--- config.mk ---
export PLATFORM = sky130hd
export DESIGN_NAME = ball_motion
export DESIGN_NICKNAME = d
export VERILOG_FILES = /design/src/rtl/ball_motion.sv
export SDC_FILE = /design/constraint.sdc
export NUM_CORES = 1
export LEC_CHECK = 0
export CORE_AREA = 2 2 81 83
export DETAILED_ROUTE_END_ITERATION = 10
export DIE_AREA = 0 0 83 85
export DONT_BUFFER_PORTS = 1
export PLACE_DENSITY = 0.56
export SLEW_MARGIN = 20
export SYNTH_ARGS = -nofsm -noshare
export SYNTH_HDL_FRONTEND = slang
export SYNTH_SLANG_ARGS = --single-unit
--- constraint.sdc ---
create_clock -name clk -period 3.25 [get_ports clk]
set_input_delay 0.65 -clock clk [delete_from_list [all_inputs] [get_ports clk]]
set_output_delay 0.65 -clock clk [all_outputs]
set_load 0.05 [all_outputs]
--- src/rtl/ball_motion.sv ---
// Ball state owner: latches ball/paddle scan coincidences during the frame and moves the ball once per frame.
// Latency: new position, goal pulses and in_play appear 1 cycle after the frame_end or serve pulse that causes them.
// Backpressure: none; frame_end, serve and the scan inputs are single-cycle strobes that are always accepted.
//
// Ports:
//   clk, reset                    master clock, synchronous active-high reset
//   frame_end, serve              per-frame advance strobe, launch strobe (used only in IDLE)
//   ball_scan, *_paddle_scan      per-pixel scan activity from the scan generators
//   ball_x, ball_y                ball centre position (10-bit)
//   in_play                       high while a rally is live
//   goal_left, goal_right         1-cycle scoring pulses
//
// Optional feature: define BALL_SPEEDUP_EN to speed the ball up by 1 px/frame on every
// paddle return, saturating at SPEED_MAX. Without it the horizontal step stays at SPEED_X.
module ball_motion #(
   parameter int BALLSIZE    = 8,
   parameter int FIELD_W     = 640,
   parameter int FIELD_H     = 480,
   parameter int SERVE_X     = 320,
   parameter int SERVE_Y     = 240,
   parameter int SPEED_X     = 2,
   parameter int SPEED_Y     = 1,
   parameter int SPEED_MAX   = 7,
   parameter int HOLD_FRAMES = 60
) (
   input  logic       clk,
   input  logic       reset,
   input  logic       frame_end,
   input  logic       serve,
   input  logic       ball_scan,
   input  logic       left_paddle_scan,
   input  logic       right_paddle_scan,
   output logic [9:0] ball_x,
   output logic [9:0] ball_y,
   output logic       in_play,
   output logic       goal_left,
   output logic       goal_right
);

   localparam int CW = $clog2(HOLD_FRAMES + 1);

   localparam logic [9:0] HALF  = 10'(BALLSIZE / 2);
   localparam logic [9:0] X_MAX = 10'(FIELD_W - 1 - BALLSIZE / 2);
   localparam logic [9:0] Y_MAX = 10'(FIELD_H - 1 - BALLSIZE / 2);
   localparam logic [9:0] SRV_X = 10'(SERVE_X);
   localparam logic [9:0] SRV_Y = 10'(SERVE_Y);
   localparam logic [9:0] STP_Y = 10'(SPEED_Y);
   localparam logic [2:0] STP_X = 3'(SPEED_X);
   localparam logic [CW-1:0] HOLD_LAST = CW'(HOLD_FRAMES - 1);

   typedef enum logic [1:0] {
      IDLE   = 2'd0,
      PLAY   = 2'd1,
      SCORED = 2'd2
   } state_t;

   state_t        state_q, state_d;
   logic [9:0]    x_q, x_d, y_q, y_d;
   logic [2:0]    step_q, step_d;
   logic          dir_right_q, dir_right_d;   // 1 = moving right
   logic          dir_down_q, dir_down_d;     // 1 = moving down
   logic          srv_right_q, srv_right_d;   // launch direction for the next serve
   logic          hit_l_q, hit_l_d, hit_r_q, hit_r_d;
   logic          gl_q, gl_d, gr_q, gr_d;
   logic [CW-1:0] cnt_q, cnt_d;

   logic          hit_l, hit_r;
   logic [9:0]    step10;
   logic [2:0]    step_bump;

   // A coincidence landing on the frame_end cycle still belongs to the frame being closed.
   assign hit_l  = hit_l_q | (ball_scan & left_paddle_scan);
   assign hit_r  = hit_r_q | (ball_scan & right_paddle_scan);
   assign step10 = {7'd0, step_q};

`ifdef BALL_SPEEDUP_EN
   localparam logic [2:0] STP_MAX = 3'(SPEED_MAX);
   assign step_bump = (step_q >= STP_MAX) ? STP_MAX : step_q + 3'd1;
`else
   assign step_bump = step_q;
`endif

   always_comb begin
      state_d     = state_q;
      x_d         = x_q;
      y_d         = y_q;
      step_d      = step_q;
      dir_right_d = dir_right_q;
      dir_down_d  = dir_down_q;
      srv_right_d = srv_right_q;
      cnt_d       = cnt_q;
      gl_d        = 1'b0;
      gr_d        = 1'b0;
      hit_l_d     = frame_end ? 1'b0 : hit_l;
      hit_r_d     = frame_end ? 1'b0 : hit_r;

      unique case (state_q)
         IDLE: begin
            if (serve) begin
               state_d     = PLAY;
               step_d      = STP_X;
               dir_right_d = srv_right_q;
               dir_down_d  = 1'b1;
            end
         end

         PLAY: begin
            if (frame_end) begin
               // Horizontal: only the paddle the ball is heading toward can return it.
               // Limits are tested before stepping so the 10-bit position never wraps.
               if (!dir_right_q) begin
                  if (hit_l) begin
                     dir_right_d = 1'b1;
                     step_d      = step_bump;
                  end else if (x_q < HALF + step10) begin
                     x_d         = HALF;
                     gr_d        = 1'b1;
                     srv_right_d = 1'b0;
                     state_d     = SCORED;
                     cnt_d       = '0;
                  end else begin
                     x_d = x_q - step10;
                  end
               end else begin
                  if (hit_r) begin
                     dir_right_d = 1'b0;
                     step_d      = step_bump;
                  end else if (x_q + step10 > X_MAX) begin
                     x_d         = X_MAX;
                     gl_d        = 1'b1;
                     srv_right_d = 1'b1;
                     state_d     = SCORED;
                     cnt_d       = '0;
                  end else begin
                     x_d = x_q + step10;
                  end
               end

               // Vertical keeps moving even on the frame a goal is scored.
               if (!dir_down_q) begin
                  if (y_q < HALF + STP_Y) begin
                     y_d        = HALF;
                     dir_down_d = 1'b1;
                  end else begin
                     y_d = y_q - STP_Y;
                  end
               end else begin
                  if (y_q + STP_Y > Y_MAX) begin
                     y_d        = Y_MAX;
                     dir_down_d = 1'b0;
                  end else begin
                     y_d = y_q + STP_Y;
                  end
               end
            end
         end

         SCORED: begin
            if (frame_end) begin
               if (cnt_q == HOLD_LAST) begin
                  x_d     = SRV_X;
                  y_d     = SRV_Y;
                  cnt_d   = '0;
                  state_d = IDLE;
               end else begin
                  cnt_d = cnt_q + 1'b1;
               end
            end
         end

         default: state_d = IDLE;
      endcase
   end

   always_ff @(posedge clk) begin
      if (reset) begin
         state_q     <= IDLE;
         x_q         <= SRV_X;
         y_q         <= SRV_Y;
         step_q      <= STP_X;
         dir_right_q <= 1'b1;
         dir_down_q  <= 1'b1;
         srv_right_q <= 1'b1;
         hit_l_q     <= 1'b0;
         hit_r_q     <= 1'b0;
         gl_q        <= 1'b0;
         gr_q        <= 1'b0;
         cnt_q       <= '0;
      end else begin
         state_q     <= state_d;
         x_q         <= x_d;
         y_q         <= y_d;
         step_q      <= step_d;
         dir_right_q <= dir_right_d;
         dir_down_q  <= dir_down_d;
         srv_right_q <= srv_right_d;
         hit_l_q     <= hit_l_d;
         hit_r_q     <= hit_r_d;
         gl_q        <= gl_d;
         gr_q        <= gr_d;
         cnt_q       <= cnt_d;
      end
   end

   assign ball_x     = x_q;
   assign ball_y     = y_q;
   assign in_play    = (state_q == PLAY);
   assign goal_left  = gl_q;
   assign goal_right = gr_q;

endmodule

* Word level (Yosys, flattened, before mapping)
Cells that the tools add are included.
** Operators by class
- Equality and inequality tests :: 14
- Add/sub/neg operators :: 5
- Muxes and demuxes :: 54
- Reduce and logical (&&, ||, !) cells :: 13
- Bitwise gates (word level) :: 7
- $lt $le $gt $ge :: 4
** Operators by type and width (count)
- 10-bit 2-to-1 mux :: 14
- 6-bit 2-to-1 mux :: 8
- 10-bit one-hot mux with 2 select lines :: 2
- 10-bit by 3-bit less-than comparator with 1-bit output, second input constant :: 2
- 2-bit 2-to-1 mux :: 9
- 1-bit 2-to-1 mux :: 17
- 2-bit inequality test, second input constant :: 6
- 6-bit one-hot mux with 2 select lines :: 1
- 6-bit AND reduction :: 2
- 10-bit by 1-bit adder with 10-bit output, second input constant :: 1
- 10-bit by 2-bit adder with 10-bit output, second input constant :: 1
- 10-bit > comparator, second input constant :: 1
- 10-bit by 9-bit > comparator with 1-bit output, second input constant :: 1
- 5-bit OR reduction :: 2
- 10-bit by 1-bit subtractor with 10-bit output, second input constant :: 1
- 10-bit by 2-bit subtractor with 10-bit output, second input constant :: 1
- 8-bit AND reduction :: 1
- 7-bit AND reduction :: 1
- 6-bit by 1-bit adder with 6-bit output, second input constant :: 1
- 6-bit == test, second input constant :: 1
- 3-bit inequality test, second input constant :: 2
- 2-bit one-hot mux with 3 select lines :: 1
- 2-bit nonzero test :: 3
- 1-bit one-hot mux with 2 select lines :: 2
- other kinds (12) :: 16
** Storage, ports and cells
- Output and inout port bits :: 23
- Register bits after elaboration :: 35
- Logic and storage cells :: 108

* Logic depth before layout (Yosys ltp)
Gate-level depths: netlist of the first run.
- Word-level depth :: 7
- Mapped depth :: 9

* Least setup slack after synthesis of the first run
OpenSTA, ideal clock, no wires.
- Kind :: register to register
- Start point :: reg x_q[1] (netlist: ball_x[1])
- End point :: reg x_q[6] (netlist: ball_x[6])
- Setup time :: 0.122 ns
- Path buffers :: 0
- Setup slack :: 0.501 ns
- Cell stages (with the launch flop) :: 9
- Required time :: 3.128 ns
- Arrival :: 2.627 ns
- Clock period less this slack :: 2.749 ns
- Path through :: dfxtp_1 inv_1 ha_1 and3_1 and4_1 a31oi_1 a21boi_2 or3_1 a221o_1
** Between the ends
- Longest elaborated chain between the ends :: 7
** RTL lines
- start, declared :: RTL line 58 : logic [9:0] x_q, x_d, y_q, y_d;
- start signal, assigned :: RTL line 178 : x_q <= SRV_X;
- start signal, assigned :: RTL line 191 : x_q <= x_d;
- 10-bit by 2-bit adder with 10-bit output :: RTL line 128, 135
- 10-bit > comparator :: RTL line 128 : end else if (x_q + step10 > X_MAX) begin
- 10-bit 2-to-1 mux :: RTL line 128
- 10-bit 2-to-1 mux :: RTL line 125 : if (hit_r) begin
- 10-bit 2-to-1 mux (*) :: RTL line 111 : if (!dir_right_q) begin
- 10-bit 2-to-1 mux (*) :: RTL line 108 : if (frame_end) begin
- 10-bit one-hot mux with 2 select lines (*) :: RTL line 97 : unique case (state_q)
Mark *: on every way between the ends. The rest lies on a longest branch, timed or not. The select of a mux whose other input is x is not followed.
A chain may end at the register's enable or synchronous reset.

* Worst setup path after layout of the first run
- Start point :: reg x_q[2] (netlist: ball_x[2])
- End point :: reg x_q[8] (netlist: ball_x[8])
Same word-level chain as after synthesis.

==> results.cfg, run 1 <==
[final_layout]
final_layout_size_suffix_gt1_share_pct = 12.3
diodes = 0
fill_cells = 627
area.growth.synth_to_final_pct = 8.64
layout.nets = 381

[place]
portBuffers = 0
globalplace.congestion = 0.911
dp_hpwl_um = 5340

[detailed_routing]
vias = 2747
dr.pass1.iters = 5
wl_per_cell_um = 17.0
drc = 0
drtIter0Drc = 195
via_per_inst = 6.19
antenna_left = 0
postRouteWirelength_um = 7530

[synthesis]
yosys_register_bits = 35
ys_types = 68
postSynthCellCount = 364
synth-edff-count = 0
ys_seq_area_share_pct = 25.7
postSynthNetCount = 379
synth_area_mm2 = 0.00272
synth-async-reset-ratio_pct = 0
avgSynthCellArea_um2 = 7.48
synth_warnings = 0
ys.flop_type = dfxtp_1

[global_routing]
grtUsageTotal_pct = 21.9
gr-total-overflow = 0
first_global_vias = 2498
grt_first_pass_wirelength_um = 12800
antenna_found_initial = 0
grt_max_degree = 25

[setup_path]
cpPeakStageDelay_ns = 0.56
start_kind = flop
worstPathRequired_ns = 3.47
endpoint_kind = flop
critPathKind = flop to flop
cp_cell_sequence = inv_1 > ha_1 > and3_1 > and4_1 > a31oi_1 > a22oi_1 > or4_1 > o2111ai_1
slowest_stage = or4_1
crit_fanout = 8
crit_arrival_ns = 2.79

[floorplan]
rows = 29
io_pins = 30
core_mm2 = 0.00620
dieArea_mm2 = 0.00706
chipWidth_um = 83
die_h_um = 85
initial_core_util_pct = 43.9

[pwr]
p_per_area_mw_per_mm2 = 726
ir_drop_mv = 0.470
p_leak_nw = 1.06
power_mw = 2.15

[sta]
fin_skew_ns = 0.00333
fin_setup_tns_ns = 0
final_max_slew_viol_count = 0
fmaxAchievable_mhz = 388
finalHoldViolCount = 0
finalCriticalPeriod_ns = 2.57
setup_viol = 0
rsz0062_at_grt = false
period_share_pct = 79.2
holdWs_ns = 0.421
relSlewSlack_pct = 48.7
worst_pin_slew_ns = 0.768

[clock_network]
clk_path_buf_depth = 2
htreeDepth = 2
cts_hold_buf = 0
clkTransAtPathRegs_ns = 0.08
cts_root_buf = clkbuf_8
numCtsBuffers = 5
ctsResizeCount = 0
clk_latency_ns = 0.29
cts_tree = yes
cts_setup_buffers = 0
cts_sinks = 35

[status]
status = completed

[flow_run]
cap_violations = 0

[worst_hold_path]
hold_path_class = input port to flop
## where the power goes
part           total [mW]  switching [mW]  internal (mW)
sequential          0.608           0.123          0.486
clock               0.364           0.171          0.193
combinational        1.18           0.763          0.413
total                2.15            1.06           1.09
## per-stage QoR
step / util, % / instances / worst slack [ns] / area (µm²)
final: 47.7 / 444 / 0.676 / 2960
after global routing: 47.7 / 444 / 0.481 / 2960
after CTS: 47.7 / 444 / 0.690 / 2960
after detailed placement: 46.0 / 436 / 0.690 / 2860
after global placement: 46.0 / 436 / 0.774 / 2860
after floorplan: - / 364 / 0.501 / 2720
## worst max-delay path: cells and delay by family, from the launching register on
family	cells	cell delay, ns
and+or+nand+nor	3	0.95
AOI/OAI and AO/OA	3	0.70
DFF	1	0.46
adders and majority gates	1	0.31
buffers and inverters	1	0.09
## sequential cells by signal, indices dropped and copies added (netlist names)
register and count:
ball_x 10, ball_y 10, cnt_q 6, dir_down_q 1, dir_right_q 1, goal_left 1, goal_right 1, hit_l_q 1
hit_r_q 1, srv_right_q 1, state_q 2
## layout by cell type (no fill, tap or decap), types with 5 or more instances in the layout
| cell type | instances |
|---|---|
| dfxtp_1 | 35 |
| a21oi_1 | 33 |
| o21ai_0 | 28 |
| nand2_1 | 27 |
| inv_1 | 22 |
| buf_4 | 20 |
| nor2_1 | 19 |
| nor3_1 | 15 |
| xnor2_1 | 11 |
| nand3_1 | 11 |
| and3_1 | 10 |
| ha_1 | 8 |
| o211ai_1 | 7 |
| a31oi_1 | 7 |
| clkbuf_8 | 7 |
| or4_1 | 6 |
| nand2b_1 | 5 |
| o32ai_1 | 5 |
| nand4_1 | 5 |
| or2_2 | 5 |
| a211oi_1 | 5 |
## cell usage after synthesis, drive strengths merged (5+ instances only)
cell,number,share of area [%]
dfxtp,35,26
a21oi,33,6.1
o21ai,30,5.6
nand2,27,3.7
inv,22,3.0
nor2,19,2.6
nor3,17,3.7
clkbuf,15,2.1
nand3,11,2.0
xnor2,11,3.5
and3,10,2.3
buf,10,2.1
ha,8,3.7
a31oi,7,1.6
o211ai,7,1.9
nand4,6,1.9
or4,6,1.7
a211oi,5,1.4
a31o,5,1.6
nand2b,5,1.1
o32ai,5,1.6
or2,5,1.1
or3,5,1.3
## area by class of cell
| cell class | count | area (µm²) | area share, % |
|---|---|---|---|
| Clock buffer | 7 | 96.3 | 3.26 |
| Clock inverter | 1 | 7.51 | 0.254 |
| Inverter | 22 | 82.6 | 2.79 |
| Multi-Input combinational cell | 282 | 1830 | 61.7 |
| Sequential cell | 35 | 701 | 23.7 |
| Tap cell | 77 | 96.3 | 3.26 |
| Timing Repair Buffer | 20 | 150 | 5.07 |
## path summary, 6_finish.rpt
kind,start,endpoint,slack (ns),depth (start not counted)
max reg2reg,ball_x[2]$_SDFFE_PP0P_,ball_x[8]$_SDFFE_PP1P_,0.68,8
max,ball_x[2]$_SDFFE_PP0P_,ball_x[8]$_SDFFE_PP1P_,0.68,8
min reg2reg,cnt_q[4]$_SDFFE_PP0P_,cnt_q[4]$_SDFFE_PP0P_,0.49,2
min,reset,state_q[0]$_SDFFE_PP0P_,0.42,1
## layer usage
metal | GRT usage [%] | vias up | routed length [µm]
met3 | 3.60 | 11 | 432
met4 | 6.41 | 0 | 97
met2 | 33.0 | 89 | 3400
met1 | 32.2 | 1283 | 3600
li1 | - | 1364 | -
met5 | 0 | - | 0
## cell families (layout without fill, tap and decap cells)
kind of cell	Yosys count	in the layout	synth area share (%)
AO/OA/AOI/OAI	122	122	29.3
XOR/XNOR	14	14	4.50
AND/OR/NAND/NOR	135	135	28.3
buffers and inverters	47	50	7.26
multiplexers	3	3	1.19
flip-flops	35	35	25.7
adder cells (fa/ha/maj)	8	8	3.67
(Power assumes the default switching activity.)
==> run 2, diff against run 1 <==
==> constraint.sdc (replaced) <==
create_clock -name clk -period 2.7 [get_ports clk]
set_input_delay 0.54 -clock clk [delete_from_list [all_inputs] [get_ports clk]]
set_output_delay 0.54 -clock clk [all_outputs]
set_load 0.05 [all_outputs]
==> run 2 against run 1 <==
Via count unchanged. Final cell count up 2.7%. Fmax up 4.2%. Sequential cell count unchanged. Sequential power up 14%. Critical path type unchanged. Critical endpoint is now ball_x[6]$_SDFFE_PP1P_. Largest cell class unchanged. Largest power group unchanged.
==> results.cfg, run 2 (synthesis gave the netlist of run 1 again) <==
[setup_path]
crit_arrival_ns = 2.65
cp_cell_sequence = inv_1 > ha_1 > and3_1 > and4_1 > a31oi_1 > a21boi_2 > or3_1 > a221o_1
crit_fanout = 6
critPathBufInv = 1
crit_family = compound AO/OA/AOI/OAI gates
start_kind = flop
cpPeakStageDelay_ns = 0.40
endpoint_kind = flop
critPathKind = flop to flop
r2r_slack_ns = 0.23
slowest_stage = a31oi_1
worstPathRequired_ns = 2.88

[floorplan]
chipWidth_um = 83
io_pins = 30
initial_core_util_pct = 43.9
core_mm2 = 0.00620
rows = 29
die_h_um = 85
dieArea_mm2 = 0.00706

[sta]
final_max_slew_viol_count = 0
fmaxAchievable_mhz = 405
finalHoldViolCount = 0
setup_viol = 0
period_share_pct = 91.5
fin_skew_ns = 0.00934
finalCriticalPeriod_ns = 2.47
rsz0062_at_grt = false
relSlewSlack_pct = 57.5
fin_setup_tns_ns = 0
worst_pin_slew_ns = 0.629

[detailed_routing]
antenna_left = 0
via_per_inst = 6.02
wl_per_cell_um = 16.6
drtIter0Drc = 243
vias = 2747
postRouteWirelength_um = 7570
dr.pass1.iters = 5
drc = 0

[final_layout]
layout.nets = 393
final_layout_size_suffix_gt1_share_pct = 15.0
final_common_cell = dfxtp_1
mostFrequentLayoutCells = dfxtp_1, a21oi_1, buf_4
diodes = 0
area.growth.synth_to_final_pct = 11.9

[pwr]
p_clk_share_pct = 16.4
power_mw = 2.62
p_leak_nw = 1.12
p_per_area_mw_per_mm2 = 860
seq_power_share_pct = 26.6
p_comb_share_pct = 57.0
intPower_mw = 1.36
switching_share_pct = 48.3
switchingPower_mw = 1.26
ir_drop_mv = 0.646

[global_routing]
antenna_found_initial = 0
grt_max_degree = 25
gr-total-overflow = 0
grtUsageTotal_pct = 21.5
first_global_vias = 2572
grt_first_pass_wirelength_um = 12700

[clock_network]
clkTransAtPathRegs_ns = 0.07
clk_path_buf_depth = 2
cts_setup_buffers = 0
ctsResizeCount = 0
cts_sinks = 35
cts_root_buf = clkbuf_8
numCtsBuffers = 5
htreeDepth = 2
cts_tree = yes
clk_latency_ns = 0.29
cts_hold_buf = 0

[worst_hold_path]
hold_path_class = input port to flop

[status]
status = completed

[place]
portBuffers = 0
dp_hpwl_um = 5590
globalplace.congestion = 0.890

[flow_run]
cap_violations = 0
-- run 2: changes by cell type in the layout (fill, tap and decap cells not counted), sizes merged --
cell      previous run  this run
clkbuf               7         8
buf                 20        32
clkinvlp             1         0
-- run 2: worst reg2reg max path: cells and delay by family, from the launching register on --
kind,cells,cell delay [ns]
compound gates,3,0.86
fa+ha+maj,1,0.32
buf+inv,1,0.08
simple gates,3,0.75
flops,1,0.37
-- run 2: layout make-up --
| type | count | area [µm²] |
|---|---|---|
| fillers | 631 | 3160 |
| multi-input cells | 282 | 1830 |
| flip-flops and latches | 35 | 702 |
| repair buffers | 32 | 240 |
| clock buffers | 8 | 100 |
| well taps | 77 | 96.3 |
| inverters | 22 | 82.6 |
-- run 2: layer usage --
layer,GRT usage [%],routed length [µm]
met4,4.92,54
met1,30.7,3770
met5,0,0
met3,3.50,368
met2,34.3,3380
-- run 2: path summary, 6_finish.rpt --
check / startpoint / end / depth (start not counted)
worst max-delay path: ball_x[1]$_SDFFE_PP0P_ / ball_x[6]$_SDFFE_PP1P_ / 8
worst min-delay path: reset / ball_x[1]$_SDFFE_PP0P_ / 1
worst max register to register: ball_x[1]$_SDFFE_PP0P_ / ball_x[6]$_SDFFE_PP1P_ / 8
worst min register to register: state_q[0]$_SDFFE_PP0P_ / state_q[0]$_SDFFE_PP0P_ / 2
-- run 2: power groups by stage --
stage | clock, mW | sequential [mW] | combinational [mW]
floorplan | 0 | 0.833 | 0.985
global placement | 0 | 0.708 | 1.47
detailed placement | 0 | 0.706 | 1.48
CTS | 0.440 | 0.695 | 1.49
global route | 0.461 | 0.713 | 1.64
finish | 0.430 | 0.696 | 1.49
-- run 2: metrics by stage --
step	worst slack (ns)	cell area, µm²	instances	hold slack, ns	util [%]
after global routing	0.0476	3050	456	0.304	49.1
final	0.230	3050	456	0.325	49.1
after CTS	0.244	3050	456	0.311	49.1
after detailed placement	0.249	2950	448	0.486	47.5
after floorplan	0.00390	2730	364	0.463	-
after global placement	0.315	2950	448	0.475	47.5
==> run 3, diff against run 2 <==
--- a/config.mk
+++ b/config.mk
@@ -9,6 +9,7 @@
 export DETAILED_ROUTE_END_ITERATION = 10
 export DIE_AREA = 0 0 83 85
 export DONT_BUFFER_PORTS = 1
+export MAX_ROUTING_LAYER = met4
 export PLACE_DENSITY = 0.56
 export SLEW_MARGIN = 20
 export SYNTH_ARGS = -nofsm -noshare
==> run 3 against run 2 <==
First-iteration DRC count down 0.41%. Critical endpoint is now ball_x[8]$_SDFFE_PP1P_. Largest cell class unchanged. Fmax up 1.4%. Hold slack worse by 0.0047 ns. Highest routed layer unchanged. Largest power group unchanged.
==> results.cfg, run 3 (synthesis gave the netlist of run 1 again) <==
[status]
status = completed

[final_layout]
final_common_cell = buf_4
fill_cells = 619
diodes = 0
area.growth.synth_to_final_pct = 13.3
final_layout_size_suffix_gt1_share_pct = 16.0
layout.nets = 396
multiInputGateArea_mm2 = 0.00183
mostFrequentLayoutCells = buf_4, dfxtp_1, a21oi_1
seq_area_um2 = 702

[place]
portBuffers = 0
dp_hpwl_um = 5720
pre_cts_ws_ns = 0.294
globalplace.congestion = 0.919

[sta]
fin_setup_tns_ns = 0
finalHoldViolCount = 0
fmaxAchievable_mhz = 410
fin_skew_ns = 0.00287
setup_viol = 0
relSlewSlack_pct = 59.2
final_max_slew_viol_count = 0
setup_ws_ns = 0.263
finalCriticalPeriod_ns = 2.44
worst_pin_slew_ns = 0.603
rsz0062_at_grt = false
period_share_pct = 90.2

[pwr]
intPower_mw = 1.44
p_leak_nw = 1.14
ir_drop_mv = 0.432
p_comb_share_pct = 55.6
p_clk_share_pct = 18.6
seq_power_share_pct = 25.9
switching_share_pct = 47.3
p_per_area_mw_per_mm2 = 883
switchingPower_mw = 1.29

[clock_network]
cts_root_buf = clkbuf_8
numCtsBuffers = 5
cts_setup_buffers = 0
clkTransAtPathRegs_ns = 0.08
ctsResizeCount = 0
cts_sinks = 35
clk_latency_ns = 0.29
cts_hold_buf = 0
clk_path_buf_depth = 2
htreeDepth = 2
cts_tree = yes

[setup_path]
start_kind = flop
crit_fanout = 6
endpoint_kind = flop
r2r_slack_ns = 0.26
critPathKind = flop to flop
worstPathRequired_ns = 2.91
crit_arrival_ns = 2.65

[global_routing]
first_global_vias = 2603
antenna_found_initial = 0
grt_first_pass_wirelength_um = 13200
grtUsageTotal_pct = 23.2
gr-total-overflow = 0
grt_max_degree = 25

[detailed_routing]
dr.pass1.iters = 4
drtIter0Drc = 242
drc = 0
wl_per_cell_um = 17.2
antenna_left = 0
postRouteWirelength_um = 7890
via_per_inst = 6.29
vias = 2885

[worst_hold_path]
hold_path_class = input port to flop

[floorplan]
initial_core_util_pct = 43.9
core_mm2 = 0.00620
chipWidth_um = 83
dieArea_mm2 = 0.00706
io_pins = 30
die_h_um = 85
rows = 29

[flow_run]
cap_violations = 0
==> run 3: critical path, cell delays in order, from the launching register on <==
cell and delay (ns):
dfxtp_2 0.37, inv_1 0.08, ha_1 0.32, and3_1 0.20
and4_1 0.19, a31oi_1 0.41, a22oi_1 0.16, or4_1 0.53
o2111ai_1 0.11
==> run 3: final timing paths <==
path	start	end	cells past startpoint
worst max register to register	ball_x[1]$_SDFFE_PP0P_	ball_x[8]$_SDFFE_PP1P_	8
worst max-delay path	ball_x[1]$_SDFFE_PP0P_	ball_x[8]$_SDFFE_PP1P_	8
worst min-delay path	reset	state_q[0]$_SDFFE_PP0P_	1
worst min register to register	cnt_q[1]$_SDFFE_PP0P_	cnt_q[1]$_SDFFE_PP0P_	2
==> run 3: power groups by stage <==
stage,clock network (mW),registers [mW],logic [mW]
after global routing,0.533,0.722,1.66
after global placement,0,0.711,1.49
after floorplan,0,0.833,0.985
final,0.506,0.704,1.51
after CTS,0.516,0.701,1.50
after detailed placement,0,0.712,1.49
==> run 3: metal layers <==
metal  share of wire [%]  track usage [%]  wire length [µm]  vias up
li1                    -                -                 -     1394
met1                  48             32.9              3760     1372
met2                  44             34.5              3470      113
met3                 7.5             3.50               592        6
met4                0.76             5.96                60        0
met5                   0                -                 0        -
==> run 3: final cells by class <==
cell class                      count  area share [%]
Inverter                           22            2.68
Clock inverter                      2            1.13
Tap cell                           77            3.12
Timing Repair Buffer               35            8.51
Multi-Input combinational cell    282            59.1
Clock buffer                        6            2.68
Sequential cell                    35            22.7
==> run 3: metrics by stage <==
step	std cells	util [%]	power [mW]	hold WS, ns	cell area [µm²]
finish	459	49.7	2.72	0.320	3090
global route	459	49.7	2.92	0.298	3090
CTS	459	49.7	2.72	0.303	3090
detailed placement	451	47.9	2.20	0.487	2970
global placement	451	47.9	2.20	0.478	2970
floorplan	364	-	1.82	0.463	2730
